<file path="src/rtl/muldiv_seq.sv">
// muldiv_seq: iterative multiply/divide sequencer feeding the HI/LO register pair.
// Operates on operand magnitudes. A shift-add multiply or restoring divide runs for WIDTH
// cycles, then a FIXUP cycle applies the signs and a DONE cycle pulses hilo_we.
// Optional build macro MULDIV_EARLY_OUT_EN ends a multiply once the remaining multiplier is 0.
//
// state   | meaning
// --------+--------------------------------------------------------------
// S_IDLE  | waiting for start; operands latched on the start cycle
// S_MUL   | one shift-add step per cycle
// S_DIV   | one restoring quotient bit per cycle, MSB first
// S_FIXUP | sign correction of product / quotient / remainder
// S_DONE  | hilo_we pulse, hilo_wd valid
module muldiv_seq #(
    parameter int WIDTH = 32
) (
    input  logic               clk,
    input  logic               reset,
    input  logic               start,
    input  logic [1:0]         op,
    input  logic [WIDTH-1:0]   srca,
    input  logic [WIDTH-1:0]   srcb,
    input  logic               mf_req,
    output logic               busy,
    output logic               stall,
    output logic               hilo_we,
    output logic [2*WIDTH-1:0] hilo_wd,
    output logic               div_by_zero
);
    localparam int CW = (WIDTH > 1) ? $clog2(WIDTH) : 1;

    typedef enum logic [2:0] {S_IDLE, S_MUL, S_DIV, S_FIXUP, S_DONE} state_t;

    state_t             state, state_nx;
    logic               op_div;
    logic               res_neg;
    logic               rem_neg;
    logic               dbz_q;
    logic [CW-1:0]      cnt;
    logic [2*WIDTH-1:0] acc;
    logic [2*WIDTH-1:0] mcand;
    logic [WIDTH-1:0]   opb;

    // op[1] selects divide, op[0] selects unsigned
    logic               sgn_in;
    logic               a_neg;
    logic               b_neg;
    logic [WIDTH-1:0]   a_mag;
    logic [WIDTH-1:0]   b_mag;
    logic               last_iter;
    logic               mul_last;
    logic [WIDTH:0]     partial;
    logic [WIDTH:0]     diff;
    logic               qbit;
    logic [2*WIDTH-1:0] result;

    assign sgn_in    = ~op[0];
    assign a_neg     = sgn_in & srca[WIDTH-1];
    assign b_neg     = sgn_in & srcb[WIDTH-1];
    assign a_mag     = a_neg ? -srca : srca;
    assign b_mag     = b_neg ? -srcb : srcb;
    assign last_iter = (cnt == CW'(WIDTH-1));

`ifdef MULDIV_EARLY_OUT_EN
    // leave after the step that shifts the last set multiplier bit out
    assign mul_last  = last_iter | ((opb >> 1) == '0);
`else
    assign mul_last  = last_iter;
`endif

    // restoring step: remainder with next dividend bit shifted in, minus divisor
    assign partial   = acc[2*WIDTH-1:WIDTH-1];
    assign diff      = partial - {1'b0, opb};
    assign qbit      = ~diff[WIDTH];

    assign busy        = (state != S_IDLE);
    assign stall       = busy & (mf_req | start);
    assign hilo_we     = (state == S_DONE);
    assign div_by_zero = (state == S_DONE) & dbz_q;

    // sign correction; a zero divisor keeps the all-ones quotient un-negated
    always_comb begin
        result = acc;
        if (!op_div) begin
            if (res_neg)
                result = -acc;
        end else begin
            if (res_neg && !dbz_q)
                result[WIDTH-1:0] = -acc[WIDTH-1:0];
            if (rem_neg)
                result[2*WIDTH-1:WIDTH] = -acc[2*WIDTH-1:WIDTH];
        end
    end

    // state register
    always_ff @(posedge clk or posedge reset) begin
        if (reset)
            state <= S_IDLE;
        else
            state <= state_nx;
    end

    // next-state logic; a start while busy is simply dropped
    always_comb begin
        state_nx = state;
        case (state)
            S_IDLE:  if (start) state_nx = op[1] ? S_DIV : S_MUL;
            S_MUL:   if (mul_last) state_nx = S_FIXUP;
            S_DIV:   if (last_iter) state_nx = S_FIXUP;
            S_FIXUP: state_nx = S_DONE;
            S_DONE:  state_nx = S_IDLE;
            default: state_nx = S_IDLE;
        endcase
    end

    // datapath: operand latch, iteration, and result capture into hilo_wd
    always_ff @(posedge clk or posedge reset) begin
        if (reset) begin
            op_div  <= 1'b0;
            res_neg <= 1'b0;
            rem_neg <= 1'b0;
            dbz_q   <= 1'b0;
            cnt     <= '0;
            acc     <= '0;
            mcand   <= '0;
            opb     <= '0;
            hilo_wd <= '0;
        end else begin
            case (state)
                S_IDLE: begin
                    if (start) begin
                        op_div  <= op[1];
                        res_neg <= a_neg ^ b_neg;
                        rem_neg <= a_neg;
                        dbz_q   <= op[1] & (srcb == '0);
                        cnt     <= '0;
                        opb     <= b_mag;
                        if (op[1]) begin
                            acc   <= {{WIDTH{1'b0}}, a_mag};
                            mcand <= '0;
                        end else begin
                            acc   <= '0;
                            mcand <= {{WIDTH{1'b0}}, a_mag};
                        end
                    end
                end
                S_MUL: begin
                    if (opb[0])
                        acc <= acc + mcand;
                    mcand <= mcand << 1;
                    opb   <= opb >> 1;
                    cnt   <= cnt + CW'(1);
                end
                S_DIV: begin
                    acc <= {(qbit ? diff[WIDTH-1:0] : partial[WIDTH-1:0]),
                            acc[WIDTH-2:0], qbit};
                    cnt <= cnt + CW'(1);
                end
                S_FIXUP: hilo_wd <= result;
                default: ;
            endcase
        end
    end
endmodule

</file>
<file path="config.mk">
export PLATFORM = sky130hd
export DESIGN_NAME = muldiv_seq
export DESIGN_NICKNAME = d
export VERILOG_FILES = /design/src/rtl/muldiv_seq.sv
export SDC_FILE = /design/constraint.sdc
export NUM_CORES = 1
export LEC_CHECK = 0
export ABC_AREA = 1
export CAP_MARGIN = 20
export CORE_MARGIN = 2
export CORE_UTILIZATION = 45
export DETAILED_ROUTE_END_ITERATION = 16
export PLACE_DENSITY_LB_ADDON = 0.08
export SYNTH_ARGS = -nofsm -noshare
export SYNTH_HDL_FRONTEND = slang
export SYNTH_SLANG_ARGS = --single-unit
</file>
<file path="constraint.sdc">
create_clock -name clk -period 11.78 [get_ports clk]
set_input_delay 2.356 -clock clk [delete_from_list [all_inputs] [get_ports clk]]
set_output_delay 2.356 -clock clk [all_outputs]
set_load 0.03 [all_outputs]
</file>
==> qor.yml <==
logic_synthesis:
  ys_warn_count: 0
  async_flop_share_pct: 100
  yosysTopAreaCellShare_pct: 25.8
  yosysUniqueCellTypes: 53
  synth-seq-cells: 236
  yosysTopAreaCell: "dfrtp_1"
  avgSynthCellArea_sq_um: 5.87
  syn_area_sq_um: 22900
  yosysSeqAreaShare_pct: 25.8
  ys_top_cells_by_area: "dfrtp_1 26%, nand2_1 24%, inv_1 11%"
  synth_nets: 4075
  syn_inst: 3902
  yosys_most_used_dff: "dfrtp_1"
  synth-edff-count: 0
sta:
  max_slew.worst_pin.slew_ps: 971
  final-max-slew-violation-count: 0
  setup_viol: 0
  finalWorstSetupSlack_ps: 5780
  fmax_ghz: 0.167
  setup_tns_ps: 0
  rsz0062_at_grt: "no"
  slew_headroom_pct: 35.2
  min_period_ps: 6000
  timing.final.crit_share_pct: 51.0
  holdWs_ps: 477
  hold_viol: 0
  finalClockSkew_ps: 26.1
route:
  drc: 0
  postRouteAntennaNets: 0
  vias: 24800
  drt-total-wl_mm: 88.6
  drtPass1Iterations: 6
  avgViaCountPerCell: 5.30
  avgRoutedWirePerCell_um: 18.9
  drtIter0Drc: 2386
worst_hold_path:
  hp-class: "reg2reg"
die:
  die-area_sq_um: 52700
  floorplan.initialDensity_pct: 45.6
  core_area_sq_um: 50200
  die_h_um: 230
  dieWidth_um: 230
  std_cell_rows: 82
  io_pins: 138
final_layout:
  nets: 4170
  drive_above_1_share_pct: 3.51
  syn_to_final_growth_pct: 12.5
  multiInputGateArea_sq_um: 13900
  n_fill_cell: 5474
  regArea_sq_um: 5910
  design_area_sq_um: 25800
clock_tree:
  clock-root-buffer: "clkbuf_16"
  cts_resized: 0
  htree_levels: 1
  cts_hold_buf: 0
  cts_made_buffers: 29
  clock_sinks: 236
  clk_pin_slew_ps: 50
  cts_tree: "yes"
  worstSkewPairLatency_ps: 600
  post-cts-setup-buffers: 0
  clk_path_buf_depth: 3
critical_path:
  cp.arrival_ps: 3650
  start_kind: "input pin"
  cp.required_ps: 9420
  worstPathMaxFanout: 3
  path_class: "in2out"
  setup.worst_path.end_class: "output port"
placed_design:
  place_area_sq_um: 24900
  io_buffers: 137
  place_ws_ps: 5770
  place_congestion: 1.01
  place_hpwl_mm: 70.5
power:
  p_leak_nw: 14.0
  power_per_cell_area_nw_per_um2: 260
  ir_drop_mv: 0.160
  finalPower_mw: 6.70
flow_run:
  max_cap_viol_count: 0
global_routing:
  track_usage_pct: 33.4
  grt_pass1_vias: 22800
  grt_overflow: 0
  antenna_found_initial: 2
  grt_start_max_net_pins: 126
  grt_first_pass_wirelength_mm: 136
status:
  run_status: "completed"
==> metrics by stage <==
step / cells / util (%)
finish: 4685 / 51.3
global route: 4684 / 51.3
CTS: 4684 / 51.3
detailed placement: 4638 / 49.6
global placement: 4638 / 49.6
floorplan: 3902 / -
==> path summary, 6_finish.rpt <==
check                                             start  depth (start not counted)  slack [ps]                       to
worst max-delay path                              start                          3        5780                    stall
worst min-delay path            hilo_wd[60]$_DFFE_PP0P_                          2         480  hilo_wd[60]$_DFFE_PP0P_
worst max register to register     state[2]$_DFFE_PP0P_                         14        7810      acc[33]$_DFFE_PP0P_
worst min register to register  hilo_wd[60]$_DFFE_PP0P_                          2         480  hilo_wd[60]$_DFFE_PP0P_
max in group asynchronous                         reset                          3        8030    mcand[42]$_DFFE_PP0P_
min in group asynchronous                         reset                          2        2330     state[0]$_DFFE_PP0P_
==> area by class of cell <==
class	count	share of cell area, %
Tap cell	672	3.26
Timing Repair Buffer	162	6.05
Sequential cell	236	22.9
Inverter	704	10.3
Clock buffer	40	3.09
Antenna cell	1	0.00972
Multi-Input combinational cell	2864	54.1
Clock inverter	6	0.233
==> flip-flops by register name, indices dropped and copies added (netlist names) <==
| register | count |
|---|---|
| opb | 32 |
| op_div | 1 |
| acc | 64 |
| state | 3 |
| hilo_wd | 64 |
| dbz_q | 1 |
| rem_neg | 1 |
| res_neg | 1 |
| cnt | 5 |
| mcand | 64 |
==> power breakdown <==
group	internal, mW	leakage, nW	total, mW	switching [mW]
clock	0.485	0.415	0.853	0.368
sequential	1.12	3.02	1.49	0.367
combinational	1.39	10.6	4.36	2.97
total	2.99	14.0	6.70	3.71
==> cell usage in the layout, fill, tap and decap left out, types with 15 or more instances in the layout <==
cell type	instances
ha_1	101
clkbuf_16	29
nand4_1	39
dfrtp_1	236
nor3_1	37
nand3b_1	26
buf_4	25
inv_1	692
nand3_1	307
o21ai_1	15
a21oi_1	125
o22ai_1	37
xnor2_1	20
nor2_1	342
clkdlybuf4s50_1	137
nand2_1	1437
or2_2	21
o221ai_1	55
o21ai_0	122
xor2_1	65
==> per-layer routing <==
layer  GRT usage, %  share of wire, %  up-vias
met2           51.4                42      994
li1               -                 -    12400
met3           5.32               8.6      157
met5              0                 0        -
met1           47.1                45    11300
met4           12.1               3.9        0
==> logic make-up after synthesis <==
family	share of synthesized area, %
AO/OA/AOI/OAI	11.0
buffers and inverters	13.5
flip-flops	25.8
AND/OR/NAND/NOR	40.8
XOR/XNOR	3.25
adder cells (fa/ha/maj)	5.69
==> cell usage after synthesis, types with 3 or more instances <==
library cell  count
buf_2            23
dfrtp_1         236
nor3_1           39
nand3b_1         26
nand3_1         307
or2_2            21
o31ai_1          10
buf_1             5
nor2_2            8
nand2_4           3
inv_1           696
nor4_1            4
nand4_1          39
nor2_4            4
inv_2             7
o21bai_1         13
xnor2_1          20
buf_6             4
o221ai_1         55
o21ai_1          14
clkbuf_1         62
a31oi_1          14
xor2_1           65
nand2_2          12
o211ai_1          7
o22ai_1          37
a22oi_1           6
buf_4             4
nand2_1        1437
nor2_1          347
a21oi_1         125
o21ai_0         123
ha_1            101
==> worst max-delay path, cell delays in order <==
cell             delay, ps
clkdlybuf4s50_1        510
o21a_1                 130
clkdlybuf4s50_1        650
(Power assumes the default switching activity.)
==> edit, RTL diff (config.mk and constraints unchanged) <==
`WIDTH`: 32 -> 16.
--- a/src/rtl/muldiv_seq.sv
+++ b/src/rtl/muldiv_seq.sv
@@ -11,7 +11,7 @@
 // S_FIXUP | sign correction of product / quotient / remainder
 // S_DONE  | hilo_we pulse, hilo_wd valid
 module muldiv_seq #(
-    parameter int WIDTH = 32
+    parameter int WIDTH = 16
 ) (
     input  logic               clk,
     input  logic               reset,
Ports: changed (resized hilo_wd, srca and srcb); port bits go from 138 to 74. No check against the original RTL was run, so the function may have changed too.
==> edit against the unedited design <==
Worst setup slack got worse by 2.4 ps; maximum frequency hardly changed; synthesized cell count is 55% lower; wire length decreased by 61%; sequential cell count is 113 lower; synthesized area down 53%; cell area is 52% lower; total power is 41% lower; worst hold slack better by 1.6 ps.
==> edit: results <==
group,metric,value,unit
power,p_sw,2.10,mW
place,dp_slack,5780,ps
power,leakage,6.73,nW
place,dpl-instance-area,0.0117,mm^2
logic_synthesis,synth_common_cells,"nand2_1, inv_1, nand3_1, dfrtp_1, nor2_1",
grt,grt.total_usage,0.288,
logic_synthesis,synth_cell_types,48,
finish,fillers,2469,
timing,finClkSkew,13.1,ps
worst_setup_path,reg2reg_depth,17,
grt,grt_pass1_wl,54900,um
finish,layout-drive-gt1-share,0.0447,
grt,grt_max_degree,64,
timing,max_slew.worst_pin.slew,845,ps
detailed_routing,finalWirelength,35000,um
grt,antenna_found_initial,0,
logic_synthesis,ys_seq_area_frac,0.288,
finish,n_antenna_cell,0,
finish,nets,1892,
finish,largest_registers,"acc (32), hilo_wd (32), mcand (32)",
detailed_routing,first_pass_iters,5,
detailed_routing,dr.first_iter.drc_count,871,
run_status,status,"complete, no violations",
worst_setup_path,path_max_fanout,2,
grt,grt_pass1_vias,10310,
power,ir_drop,0.259,mV
logic_synthesis,syn_nets,1830,
logic_synthesis,synthTopCellsByArea,"dfrtp_1, nand2_1, inv_1",
-- edit: kinds of logic after synthesis --
family,count (synthesis),share of synthesized area
flops,123,0.288
simple gates,999,0.390
xor+xnor,35,0.0287
buf+inv,346,0.125
compound gates,181,0.103
fa+ha+maj,54,0.0647
-- edit: through the flow --
step	utilization	cells	hold slack, ps
after CTS	0.529	2132	481
after detailed placement	0.500	2100	465
after global routing	0.529	2132	492
final	0.529	2132	478
after floorplan	-	1738	459
after global placement	0.500	2100	462
-- edit: path summary, 6_finish.rpt --
path	endpoint	slack, ps	from
min reg2reg	hilo_wd[29]$_DFFE_PP0P_	480	hilo_wd[29]$_DFFE_PP0P_
max reg2reg	acc[30]$_DFFE_PP0P_	8840	acc[15]$_DFFE_PP0P_
max	stall	5770	start
max in group asynchronous	hilo_wd[21]$_DFFE_PP0P_	8000	reset
min in group asynchronous	hilo_wd[8]$_DFFE_PP0P_	2420	reset
min	hilo_wd[29]$_DFFE_PP0P_	480	hilo_wd[29]$_DFFE_PP0P_
-- edit: power by group through the flow --
| stage | clock network, mW | logic, mW | registers [mW] |
|---|---|---|---|
| 5_1_grt | 0.644 | 2.83 | 0.839 |
| 6_report | 0.620 | 2.52 | 0.815 |
| 3_3_place_gp | 0 | 2.47 | 0.814 |
| 3_5_place_dp | 0 | 2.49 | 0.815 |
| 4_1_cts | 0.623 | 2.50 | 0.810 |
| 2_1_floorplan | 0 | 1.74 | 0.843 |
-- edit: layout make-up --
cell class	instances	area (um^2)	share of cell area
Timing Repair Buffer	81	791	0.0639
Tap cell	319	399	0.0322
Clock inverter	13	238	0.0192
Inverter	308	1160	0.0936
Multi-Input combinational cell	1269	6270	0.507
Sequential cell	123	3080	0.249
Clock buffer	19	443	0.0358
-- edit: routing by layer --
metal	track usage	share of wire	up-vias
li1	-	-	5623
met1	0.421	0.48	5188
met2	0.424	0.42	365
met3	0.0550	0.073	56
met4	0.0952	0.028	0
met5	0	0	-
-- edit: worst min-delay path: cells and delay by family (launching register included) --
family           cells  cell delay [ps]
DFF                  1              340
and+or+nand+nor      2              100
